## src/rtl/encrypt_pipe_pkg.sv

```systemverilog
// Shared types and helpers for the encryption pipeline.
package encrypt_pipe_pkg;

  localparam int          ENC_ROT_W = 3;
  localparam logic [23:0] KEY_RST   = 24'h0;

  typedef enum logic {IDLE, RUN} enc_state_t;

  typedef struct packed {
    logic [ENC_ROT_W-1:0] rot_freq;
    logic                 mode;
    logic                 shift_en;
    logic [2:0]           shift_amt;
    logic [7:0][2:0]      perm;
  } enc_cfg_t;

  function automatic logic [7:0] rotl8(input logic [7:0] x, input logic [2:0] n);
    logic [15:0] w;
    w = {x, x} << n;
    return w[15:8];
  endfunction

endpackage

```

## src/rtl/encrypt_pipe_key_sched.sv

```systemverilog
// Rotating key register; the current key byte is always bits [15:8].
module encrypt_pipe_key_sched
  import encrypt_pipe_pkg::*;
#(
  parameter int ROT_W     = 3,
  parameter int KEY_BYTES = 3
) (
  input  logic                   clk,
  input  logic                   rst,
  input  logic                   load,
  input  logic [8*KEY_BYTES-1:0] load_key,
  input  logic                   adv,
  input  logic                   mode,
  input  logic [ROT_W-1:0]       rot_freq,
  output logic [7:0]             key_byte
);

  localparam int KW = 8 * KEY_BYTES;

  logic [KW-1:0]    key_q, key_d, key_base;
  logic [ROT_W-1:0] cnt_q, cnt_d, cnt_base;

  // A load and the first byte share a cycle, so the byte sees the loaded key.
  always_comb begin
    key_base = load ? load_key : key_q;
    cnt_base = load ? '0 : cnt_q;
    key_d    = key_base;
    cnt_d    = cnt_base;
    if (adv) begin
      if (cnt_base == rot_freq) begin
        cnt_d = '0;
        key_d = mode ? {key_base[7:0], key_base[KW-1:8]}
                     : {key_base[KW-9:0], key_base[KW-1:KW-8]};
      end else begin
        cnt_d = cnt_base + 1'b1;
      end
    end
  end

  assign key_byte = key_base[15:8];

  always_ff @(posedge clk or negedge rst) begin
    if (!rst) begin
      key_q <= KEY_RST;
      cnt_q <= '0;
    end else begin
      key_q <= key_d;
      cnt_q <= cnt_d;
    end
  end

endmodule

```

## src/rtl/encrypt_pipe.sv

```systemverilog
// Two-stage byte encryptor: permute, XOR rotating key, optional rotate-left.
// Optional ENC_BYTE_CNT_EN adds a saturating byte_cnt output of emitted bytes.
//   state | meaning
//   IDLE  | waiting; next en loads config/key from the inputs
//   RUN   | streaming with shadow config; flush returns to IDLE
module encrypt_pipe
  import encrypt_pipe_pkg::*;
#(
  parameter int ROT_W     = 3,
  parameter int KEY_BYTES = 3
) (
  input  logic             clk,
  input  logic             rst,
  input  logic [7:0]       din,
  input  logic             en,
  input  logic             flush,
  input  logic [7:0]       k1,
  input  logic [7:0]       k2,
  input  logic [7:0]       k3,
  input  logic [ROT_W-1:0] rot_freq,
  input  logic             mode,
  input  logic             shift_en,
  input  logic [2:0]       shift_amt,
  input  logic [2:0]       perm0,
  input  logic [2:0]       perm1,
  input  logic [2:0]       perm2,
  input  logic [2:0]       perm3,
  input  logic [2:0]       perm4,
  input  logic [2:0]       perm5,
  input  logic [2:0]       perm6,
  input  logic [2:0]       perm7,
  output logic [7:0]       dout,
`ifdef ENC_BYTE_CNT_EN
  output logic [15:0]      byte_cnt,
`endif
  output logic             v
);

  enc_state_t      state_q;
  enc_cfg_t        shadow_q, cfg_in, cfg_eff;
  logic            load;
  logic [7:0]      key_byte;

  logic            v_s1_q, shift_en_s1_q;
  logic [7:0]      din_s1_q, key_s1_q;
  logic [2:0]      shift_amt_s1_q;
  logic [7:0][2:0] perm_s1_q;
  logic [7:0]      p, x, res;
  logic [7:0]      dout_q;
  logic            v_q;

  always_comb begin
    cfg_in.rot_freq  = rot_freq;
    cfg_in.mode      = mode;
    cfg_in.shift_en  = shift_en;
    cfg_in.shift_amt = shift_amt;
    cfg_in.perm      = {perm7, perm6, perm5, perm4, perm3, perm2, perm1, perm0};
  end

  assign load    = (state_q == IDLE) && en;
  assign cfg_eff = (state_q == IDLE) ? cfg_in : shadow_q;

  encrypt_pipe_key_sched #(.ROT_W(ROT_W), .KEY_BYTES(KEY_BYTES)) u_key_sched (
    .clk      (clk),
    .rst      (rst),
    .load     (load),
    .load_key ({k2, k3, k1}),
    .adv      (en),
    .mode     (cfg_eff.mode),
    .rot_freq (cfg_eff.rot_freq),
    .key_byte (key_byte)
  );

  always_ff @(posedge clk or negedge rst) begin
    if (!rst) begin
      state_q  <= IDLE;
      shadow_q <= '0;
    end else begin
      case (state_q)
        IDLE: if (en) begin
          shadow_q <= cfg_in;
          state_q  <= RUN;
        end
        RUN:  if (flush) state_q <= IDLE;
        default: state_q <= IDLE;
      endcase
    end
  end

  always_comb begin
    for (int i = 0; i < 8; i++) p[i] = din_s1_q[perm_s1_q[i]];
    x   = p ^ key_s1_q;
    res = shift_en_s1_q ? rotl8(x, shift_amt_s1_q) : x;
  end

  // Bytes already in flight keep their captured key and settings across a flush.
  always_ff @(posedge clk or negedge rst) begin
    if (!rst) begin
      v_s1_q         <= 1'b0;
      din_s1_q       <= '0;
      key_s1_q       <= '0;
      shift_en_s1_q  <= 1'b0;
      shift_amt_s1_q <= '0;
      perm_s1_q      <= '0;
      dout_q         <= '0;
      v_q            <= 1'b0;
    end else begin
      v_s1_q <= en;
      if (en) begin
        din_s1_q       <= din;
        key_s1_q       <= key_byte;
        shift_en_s1_q  <= cfg_eff.shift_en;
        shift_amt_s1_q <= cfg_eff.shift_amt;
        perm_s1_q      <= cfg_eff.perm;
      end
      v_q <= v_s1_q;
      if (v_s1_q) dout_q <= res;
    end
  end

  assign dout = dout_q;
  assign v    = v_q;

`ifdef ENC_BYTE_CNT_EN
  logic [15:0] byte_cnt_q;

  always_ff @(posedge clk or negedge rst) begin
    if (!rst)                                     byte_cnt_q <= '0;
    else if (load)                                byte_cnt_q <= '0;
    else if (v_s1_q && (byte_cnt_q != 16'hFFFF))  byte_cnt_q <= byte_cnt_q + 16'd1;
  end

  assign byte_cnt = byte_cnt_q;
`endif

endmodule

```

## config.mk

```make
export PLATFORM = sky130hd
export DESIGN_NAME = encrypt_pipe
export DESIGN_NICKNAME = d
export VERILOG_FILES = /design/src/rtl/encrypt_pipe_pkg.sv /design/src/rtl/encrypt_pipe_key_sched.sv /design/src/rtl/encrypt_pipe.sv
export SDC_FILE = /design/constraint.sdc
export NUM_CORES = 1
export LEC_CHECK = 0
export CAP_MARGIN = 20
export CELL_PAD_IN_SITES_DETAIL_PLACEMENT = 1
export CELL_PAD_IN_SITES_GLOBAL_PLACEMENT = 1
export CORE_MARGIN = 8
export CORE_UTILIZATION = 25
export CTS_CLUSTER_SIZE = 20
export DETAILED_ROUTE_END_ITERATION = 7
export PLACE_DENSITY_LB_ADDON = 0.1
export SLEW_MARGIN = 15
export SYNTH_ARGS = -nofsm -noshare
export SYNTH_HDL_FRONTEND = slang
export SYNTH_SLANG_ARGS = --single-unit
```

## constraint.sdc

```tcl
create_clock -name clk -period 5.9 [get_ports clk]
set_clock_uncertainty 0.15 [all_clocks]
set_input_delay 1.18 -clock clk [delete_from_list [all_inputs] [get_ports clk]]
set_output_delay 1.18 -clock clk [all_outputs]
set_load 0.005 [all_outputs]
```

-- Word-level counts from Yosys, hierarchy flattened
Index checks and enable logic that the tools add are counted.
- bits in registers: 114
- bits of input ports: 68
- output and inout bits: 9
- word-level logic and storage cells: 73
- $add $sub $neg: 1
- magnitude comparators: 8
- equal/unequal tests: 1
- shift-type cells: 1
- mux-type cells: 28
- bitwise operators: 2
- reductions and logical operators: 2
- operators with widths (kind ; number):
    $mux W24 ; 4
    $lt A3 B4 Y1 const B ; 8
    $mux W32 ; 1
    $bmux W1 S3 ; 8
    $shl A16 B3 Y16 ; 1
    $mux W1 ; 10
    $mux W3 ; 3
    $mux W8 ; 1
    $xor A8 B8 Y8 ; 1
    $add A3 B1 Y3 const B ; 1
    $eq A3 B3 Y1 ; 1
    $pmux W1 S2 ; 1
    $reduce_and A2 Y1 ; 1
    $logic_and A1 B1 Y1 ; 1
    $not A1 Y1 ; 1

-- Logic depth before layout (Yosys ltp)
Gate-level depths: netlist (run 1).
- depth after elaboration: 6
- depth in mapped cells: 9
- gate-level depth less buffers: 6

-- Modules after synthesis
A second synthesis (run 1) with hierarchy kept.
- cell total of the unflattened synthesis: 564
- area, all modules: 6424.9 µm²
- by module, submodules not included (module ; times used ; cells an instance ; area an instance (µm²) ; seq. area each (µm²)):
    encrypt_pipe ; 1 ; 420 ; 4757.1 ; 2177.1
    encrypt_pipe_key_sched ; 1 ; 144 ; 1667.8 ; 675.6

-- Worst setup path after synthesis (run 1)
No wires, ideal clock.
- path type: input to register
- from: input port en
- to: register u_key_sched.key_q[0]
- setup time: 0.133 ns
- arrival time: 2.574 ns
- data required time: 5.617 ns
- setup slack: 3.043 ns
- stages on the path: 8
- path buffers: 3
- path through: clkbuf_1 > nor2b_1 > buf_2 > buf_2 > mux2i_1 > mux2i_1 > nand2_1 > o21ai_0
- cells in the longest elaborated chain, start to end: 5
- elaborated cells on any way between the ends: 7
- classes of those cells: eq/ne: 1; mux: 5; reduce/logical: 1
- ends and longest elaborated chain (item ; RTL line ; RTL):
    start, declared ; encrypt_pipe.sv:15 ; input logic en,
    $logic_and A1 B1 Y1 ; encrypt_pipe.sv:60 ; assign load = (state_q == IDLE) && en;
    $mux W3 / $mux W24 (equally long branches) ; encrypt_pipe_key_sched.sv:26, encrypt_pipe_key_sched.sv:25 ;
    $eq A3 B3 Y1 / $mux W24 (equally long branches) ; encrypt_pipe_key_sched.sv:30, encrypt_pipe_key_sched.sv:32 ;
    $mux W24 ; encrypt_pipe_key_sched.sv:30 ; if (cnt_base == rot_freq) begin
    $mux W24 (*) ; encrypt_pipe_key_sched.sv:29 ; if (adv) begin
    named net u_key_sched.key_d[0] ; encrypt_pipe_key_sched.sv:20 ; logic [KW-1:0] key_q, key_d, key_base;
    end signal, assigned ; encrypt_pipe_key_sched.sv:47 ; key_q <= key_d;
    end, declared ; encrypt_pipe_key_sched.sv:20 ;
The timed path passes the listed nets; every way through them passes the cells marked *.
A chain may end at the register's enable or synchronous reset.

-- Worst setup path after layout (run 1)
- from: input port en
- to: register u_key_sched.key_q[20]
The elaborated chain is that of the path after synthesis.

==> results of run 1 <==
state kept, by name, indices dropped and copies added (netlist names):
signal / count
din_s1_q: 8
key_s1_q: 8
u_key_sched.key_q: 24
shift_amt_s1_q: 3
shift_en_s1_q: 1
u_key_sched.cnt_q: 3
v: 1
dout: 8
shadow_q: 32
v_s1_q: 1
state_q: 1
perm_s1_q: 24
cells in the mapped netlist (5+ instances only):
master and instances:
nand2b_1 7, nand2_1 128, buf_2 10, nor2_1 56, o21ai_0 36, mux4_2 6, buf_1 5, xnor2_1 5
nor3_1 6, and2_1 6, clkbuf_1 26, nor2b_1 10, mux2i_1 104, inv_1 5, nand3_1 7, a21oi_1 44
dfrtp_1 114, mux2_2 19
worst max-delay path: cells and delay by family:
| kind | cells | cell delay (ns) |
|---|---|---|
| buf+inv | 2 | 0.91 |
| compound gates | 1 | 0.10 |
| mux | 2 | 0.56 |
| simple gates | 2 | 0.90 |
layout by cell type (no fill, tap or decap), types with 5 or more instances in the layout:
cell / synthesis / layout
nand2_1: 128 / 128
dfrtp_1: 114 / 113
mux2i_1: 104 / 103
clkdlybuf4s50_1: 0 / 74
nor2_1: 56 / 55
a21oi_1: 44 / 44
o21ai_0: 36 / 36
mux2_2: 19 / 19
clkbuf_16: 0 / 17
nor2b_1: 10 / 9
nand2b_1: 7 / 7
nand3_1: 7 / 7
buf_4: 3 / 7
and2_1: 6 / 6
nor3_1: 6 / 6
mux4_2: 6 / 6
xnor2_1: 5 / 5
inv_1: 5 / 5
how the worst max path moves through the flow:
stage	endpoint	slack [ns]	cells past startpoint
4_1_cts	u_key_sched.key_q[20]	2.23	7
6_report	u_key_sched.key_q[20]	2.36	7
2_1_floorplan	u_key_sched.key_q[0]	3.04	8
3_3_place_gp	u_key_sched.key_q[20]	2.01	7
5_1_grt	u_key_sched.key_q[20]	2.08	7
3_5_place_dp	u_key_sched.key_q[20]	1.80	7
power by group:
| part | total (mW) | leakage, nW | switching [mW] | internal [mW] |
|---|---|---|---|---|
| logic | 1.05 | 1.85 | 0.555 | 0.498 |
| clock network | 1.08 | 0.296 | 0.405 | 0.670 |
| registers | 1.22 | 1.35 | 0.204 | 1.01 |
| total | 3.35 | 3.49 | 1.16 | 2.18 |
through the flow:
stage / cell area [sq um] / power [mW]
2_1_floorplan: 6380 / 1.92
3_3_place_gp: 7380 / 2.25
3_5_place_dp: 7380 / 2.30
4_1_cts: 7980 / 3.41
5_1_grt: 8000 / 3.58
6_report: 8000 / 3.35
area by class of cell:
type / count / share of cell area [%]
multi-input combinational: 494 / 41.2
clock inverter: 14 / 2.22
clock buffer: 18 / 5.37
inverter: 5 / 0.235
sequential: 114 / 35.7
tap: 330 / 5.16
timing repair buffer: 83 / 10.2
cell families after synthesis:
family | count (synthesis) | synth area share, %
DFF | 114 | 44.7
xor gates and xnor gates | 9 | 1.82
AOI/OAI and AO/OA | 119 | 11.3
buffers and inverters | 55 | 4.00
adders and majority gates | 1 | 0.196
and+or+nand+nor | 233 | 15.5
muxes | 132 | 22.5
metal layers:
layer,track usage (%),vias up,wire length [um],share of wire (%)
met2,21.2,80,9200,48
met5,0,-,0,0
met4,4.38,0,342,1.8
met1,16.6,2519,9170,48
met3,2.68,19,550,2.9
li1,-,2416,-,-
==> results.txt, run 1 <==
The largest total area in the synthesized netlist belongs to dfrtp_1. Clock latency on the worst-skew pair, taken at its later pin, is 0.41 ns. For this design the static power due to leakage is 3.49 nW.

The worst path in the final design needs a cycle of 3.54 ns, including I/O delays and setup. The final count of pins violating max slew came to 0. For this run, the leading register cell type out of synthesis is dfrtp_1. The first global-routing pass estimated 31.3 mm of wire.

Global routing used 12.9% of the available tracks. The count of port buffers added during placement is 76. Across the run, the number of max-cap violations was 0. Buffers inserted during clock tree synthesis total 17. After routing, the total negative slack on setup checks comes to 0 ns. The detailed router's first-iteration violation count is 186. The worst hold path terminates at shadow_q[26]. The worst pin sits at a relative slew slack of 36.7%. The clock sink total is 114.

Of the available clock period, the critical path in the final layout requires 60.0%. Yosys mapped the design onto 51 distinct sky130hd cell types. In this run the critical register-to-register path is captured at u_key_sched.key_q[20]. Of the cells placed in the final design, the portion with a size suffix greater than 1 is 10.7%. The tightest hold path in the finished design has a slack of 0.322 ns. The final antenna diode count is 0. The filler cell count in the final layout came out at 2887. The critical path goes through buf_2 > nor2b_4 > buf_4 > mux2i_1 > mux2i_1 > nand2_1 > o21ai_0. The net count after synthesis came out at 732. The worst hold path cell count came out at 2. TritonCTS built the clock tree.

The placeable core region is 0.0251 sq mm. The count of endpoints failing setup in the final report is 0. The clock-pin slew on the worst setup and hold paths is 0.06 ns. The number of global-route vias before repair came out at 5484. The pre-antenna-repair detailed-routing pass consisted of 4 iterations.

The maximum resistive drop on vdd came out at 0.198 mV. Data arrives at the worst endpoint at 3.66 ns. The wire length after detailed routing came out at 19.3 mm.

For this design the ratio of total power to cell area is 418 mW/mm^2. The end-of-flow core utilization came out at 31.9%. The routed wirelength normalized by instance count is 18.2 um. The most frequent cell on the critical path is mux2i_1. The slew at the pin closest to its max-slew limit is 0.950 ns. The startpoint identified for the worst register-to-register timing path is state_q. In the post-synthesis netlist, the biggest area contributors are dfrtp_1, mux2i_1, nand2_1. The number of cells upsized or downsized after cts came out at 0.

The H-tree generated during clock tree synthesis spans 4 levels. In the final design database the tool counted 784 nets. The critical path is of the in2reg type.

The average vias per placed instance came out at 4.76. The minimum setup slack among reg-to-reg paths came out at 2.75 ns. The synthesized netlist occupies a cell area of 0.00638 sq mm. The root buffer cell chosen for the clock tree is clkbuf_16. Once layout is complete, the cells apart from fillers number 1058. Measured along the x axis, the die boundary spans 176 um. The fmax is 0.282 GHz. STA classifies the critical path startpoint as an input pin.

The initial cell density of the core came out at 25.4%. The number of antenna violations at the first check in global routing is 0. The number of hold-repair buffers added at the cts stage came out at 0. The die height is 176 um. The worst setup margin came out at 2.36 ns.

After global routing the overflow that remains totals 0. The count of placed standard cells including taps came out at 1025. The slowest stage of the critical path is the nor2b_4 cell. In this run the worst path has a maximum fanout of 33. The endpoint kind of the worst setup timing path is a flip-flop. The total area of sequential cells is 0.00285 sq mm. Routability-driven placement finished with a final weighted congestion of 0.778.

The post-CTS setup-driven buffer insertion count came out at 0. The row count is 58. A synthesized cell averages 9.62 sq um. Entering global routing, the biggest net connects 70 pins. The delay contributed by the slowest stage of the critical path came out at 0.79 ns. The number of vias in the routed layout came out at 5034. The hold violation total from the final report came out at 0.

The worst slack after detailed placement came out at 1.80 ns. The maximum clock insertion buffer count is 2. The HPWL reported at the end of detailed placement is 13.5 mm.

The logic depth of the worst register-to-register path came out at 7. The die covers 0.0309 sq mm. The post-route antenna net violation count came out at 0.

The synthesized design devotes to its leading area cell type 44.7% of total area. The footprint of the multi-input gates came out at 0.00329 sq mm. The part of the Yosys area used for sequential elements came out at 44.7%. The startpoint identified for the worst hold timing path is shadow_q[26]. Setup repair after global routing left no endpoint under its margin. Tracing the worst setup path back leads to its startpoint at en. The total I/O pin count is 77. Data on the critical path is required at its endpoint by 6.02 ns. The area growth from synthesis to layout is 25.4%.

The number of instances in the synthesized netlist came out at 663. The tightest min-delay check is of the reg2reg type. The share of flip-flops with an asynchronous set or reset came out at 100%. The number of synthesized flops with an enable pin came out at 0. The count of unresolved DRC violations after routing came out at 0. Yosys printed 0 warnings. The run finished with clean final reports.

The number of register bits inferred by synthesis came out at 114.
(Power assumes the default switching activity.)
==> run 2: changes to the inputs <==
clock period = 2.9 ns   (was 5.9 ns; I/O delays follow)
==> run 2 against run 1 <==
Against the previous run:
- total power up 100%
- setup slack worse by 1.9 ns
- non-clock buffer count up 6
- clock power up 94%
- largest cell class unchanged
==> results.txt, run 2 (synthesis gave the netlist of run 1 again) <==
The flow ran to the end, and the final reports show no timing, DRC or antenna violations. The relative slew slack came out at 44.4% (+7.7 points). The placed cell area is 0.00747 sq mm (+1.3%). The die extent in x is 176 um (unchanged).

The count of port buffers added during placement came to 76 (unchanged). The library cell used most frequently in the layout, excluding fill and tap cells, is nand2_1. The final-layout setup total negative slack came to 0 ns (unchanged). The maximum clock insertion buffer count was 2 (unchanged).

The static leakage is 3.52 nW (+0.66%). The clock latency on the worst-skew pair came out at 0.42 ns (about the same). The die footprint is 0.0309 sq mm (unchanged). The number of antenna violations at the first check in global routing came out at 0 (unchanged).

The power density of the placed cells is 836 mW/mm^2 (+100%). The number of H-tree levels came out at 4 (unchanged). The wire length of the first global-routing pass came out at 31.1 mm (-0.71%).

The number of search-and-repair iterations in the first detailed-routing pass came to 4 (unchanged). The clock root buffer is clkbuf_16. The total I/O pin count came out at 77 (unchanged). The number of vias in the routed layout came out at 5041 (+0.14%). The clock-pin slew on the worst setup and hold paths came out at 0.06 ns (about the same). The path type of the worst min-delay path is reg2reg. Derived from the worst setup path, the maximum achievable clock frequency is 0.415 GHz. The end-of-flow core utilization was 32.1% (+0.24 points). Traced cell by cell, the critical path runs through mux2_2 > mux4_2 > xnor2_4 > mux2i_1 > a211oi_1 > o31ai_1. The critical path required time came out at 3.06 ns (-2.96 ns).

The max-cap violation count came out at 0 (unchanged). TritonCTS built the clock tree. Of the available clock period, the critical path in the final layout requires 83.1%. The average vias per placed instance is 4.74 (-0.33%). The total chip power came out at 6.73 mW (+100%). The count of endpoints failing setup in the final report is 0 (unchanged). The net count reported at finish came out at 790 (+0.77%).

The worst setup path is of the reg2reg kind. In the layout the commonest cells are nand2_1, dfrtp_1, mux2i_1. On the critical path, the stage with the largest delay is an instance of mux4_2. The weighted congestion reported at the end of routability-driven placement came out at 0.785 (+0.91%). The detailed router's first-iteration violation count came to 234 (+26%). STA classifies the critical path endpoint as a flip-flop. The wire length after detailed routing came out at 19.1 mm (-0.83%). The final antenna diode count was 0 (unchanged).

The HPWL reported at the end of detailed placement is 13.8 mm (+1.9%). The number of global-route vias before repair came out at 5560 (+1.4%). The total congestion overflow after global routing came out at 0 (unchanged). The delay contributed by the slowest stage of the critical path is 0.57 ns (-0.22 ns).

The time the final worst path needs with I/O delays and setup is 2.41 ns. The flip-flop count of the largest register, all copies and words added came out at 32 (unchanged). The register name with the most flops is shadow_q. The post-route antenna net violation count is 0 (unchanged). The global-route usage over all layers is 12.8% (-0.098 points). The cell area after layout was 0.00806 sq mm (+0.75%). The largest registers in the layout are shadow_q (32), perm_s1_q (24), u_key_sched.key_q (24).

The biggest fanout along the worst timing path is 9 (-73%). The critical path arrival is 2.57 ns (-1.09 ns). The proportion of layout cells with a drive suffix above 1 is 11.3% (+0.61 points).

The placeable core region is 0.0251 sq mm (unchanged). The initial cell density of the core was 25.4% (unchanged). The critical path launch point type is a flip-flop. The row count came to 58 (unchanged).

Setup repair after global routing left no endpoint under its margin. The maximum resistive drop on vdd came to 0.315 mV (+59%). The count of unresolved DRC violations after routing came out at 0 (unchanged). The hold violation total from the final report is 0 (unchanged).

The die height is 176 um (unchanged). The slew at the pin closest to its max-slew limit is 0.834 ns (-0.116 ns). The routed wirelength normalized by instance count came out at 18.0 um (-1.3%). The clock sink total came out at 114 (unchanged). The final count of pins violating max slew was 0 (unchanged). The area growth from synthesis to layout came out at 26.3%.

The total CTS buffers is 17 (unchanged). The pin count of the biggest net entering global routing is 81 (+16%).
run 2: cell count changes in the layout (fill, tap and decap cells not counted):
cell / previous run / this run
buf_12: 0 / 4
dlygate4sd3_1: 0 / 1
buf_8: 1 / 0
clkbuf_1: 1 / 0
clkbuf_8: 0 / 1
buf_4: 7 / 9
bufinv_16: 3 / 2
clkinv_4: 4 / 3
clkinv_2: 2 / 4
clkinvlp_4: 1 / 3
inv_6: 4 / 1
run 2: path summary, 6_finish.rpt:
| check | startpoint | to | slack, ns | cells past startpoint |
|---|---|---|---|---|
| hold / removal | shadow_q[5] | shadow_q[5] | 0.32 | 2 |
| setup / recovery | din_s1_q[7] | dout[2] | 0.49 | 6 |
| max in group asynchronous | rst | perm_s1_q[16] | 1.45 | 3 |
| setup reg to reg | din_s1_q[7] | dout[2] | 0.49 | 6 |
| hold reg to reg | shadow_q[5] | shadow_q[5] | 0.32 | 2 |
| min in group asynchronous | rst | u_key_sched.cnt_q[2] | 0.52 | 2 |
run 2: worst max-delay path: cells and delay by family (launching register included):
kind | cells | cell delay [ns]
AOI/OAI and AO/OA | 2 | 0.37
muxes | 3 | 1.09
xor gates and xnor gates | 1 | 0.18
DFF | 1 | 0.51
run 2: routing by layer:
layer	GRT usage (%)	routed length [um]	vias up
li1	-	-	2433
met1	16.7	9120	2508
met2	20.7	9060	79
met3	2.90	603	21
met4	4.42	313	0
met5	0	0	-
run 2: per-stage QoR:
stage / setup slack, ns / instances / hold WS (ns)
after floorplan: 0.643 / 663 / 0.134
after global placement: 0.532 / 1031 / 0.307
after detailed placement: 0.484 / 1031 / 0.314
after CTS: 0.476 / 1063 / 0.328
after global routing: 0.367 / 1063 / 0.341
final: 0.489 / 1063 / 0.324
run 2: cell type report:
cell class / instances / area (sq um)
Fill cell: 2886 / 17100
Multi-Input combinational cell: 494 / 3290
Sequential cell: 114 / 2850
Timing Repair Buffer: 89 / 903
Clock buffer: 18 / 439
Tap cell: 330 / 413
Clock inverter: 13 / 138
Inverter: 5 / 18.8
run 2: power by group:
part           total, mW  internal [mW]  switching, mW
Sequential          2.46           2.07          0.395
Clock               2.09           1.28          0.812
Combinational       2.18           1.03           1.15
Total               6.73           4.38           2.36
run 2: timing repair:
| item | in CTS | in global routing |
|---|---|---|
| hold buffers | 1 | 0 |
| resized for setup | 0 | 0 |
| hold endpoints to repair | 30 | 0 |
| buffers inserted | 0 | 0 |
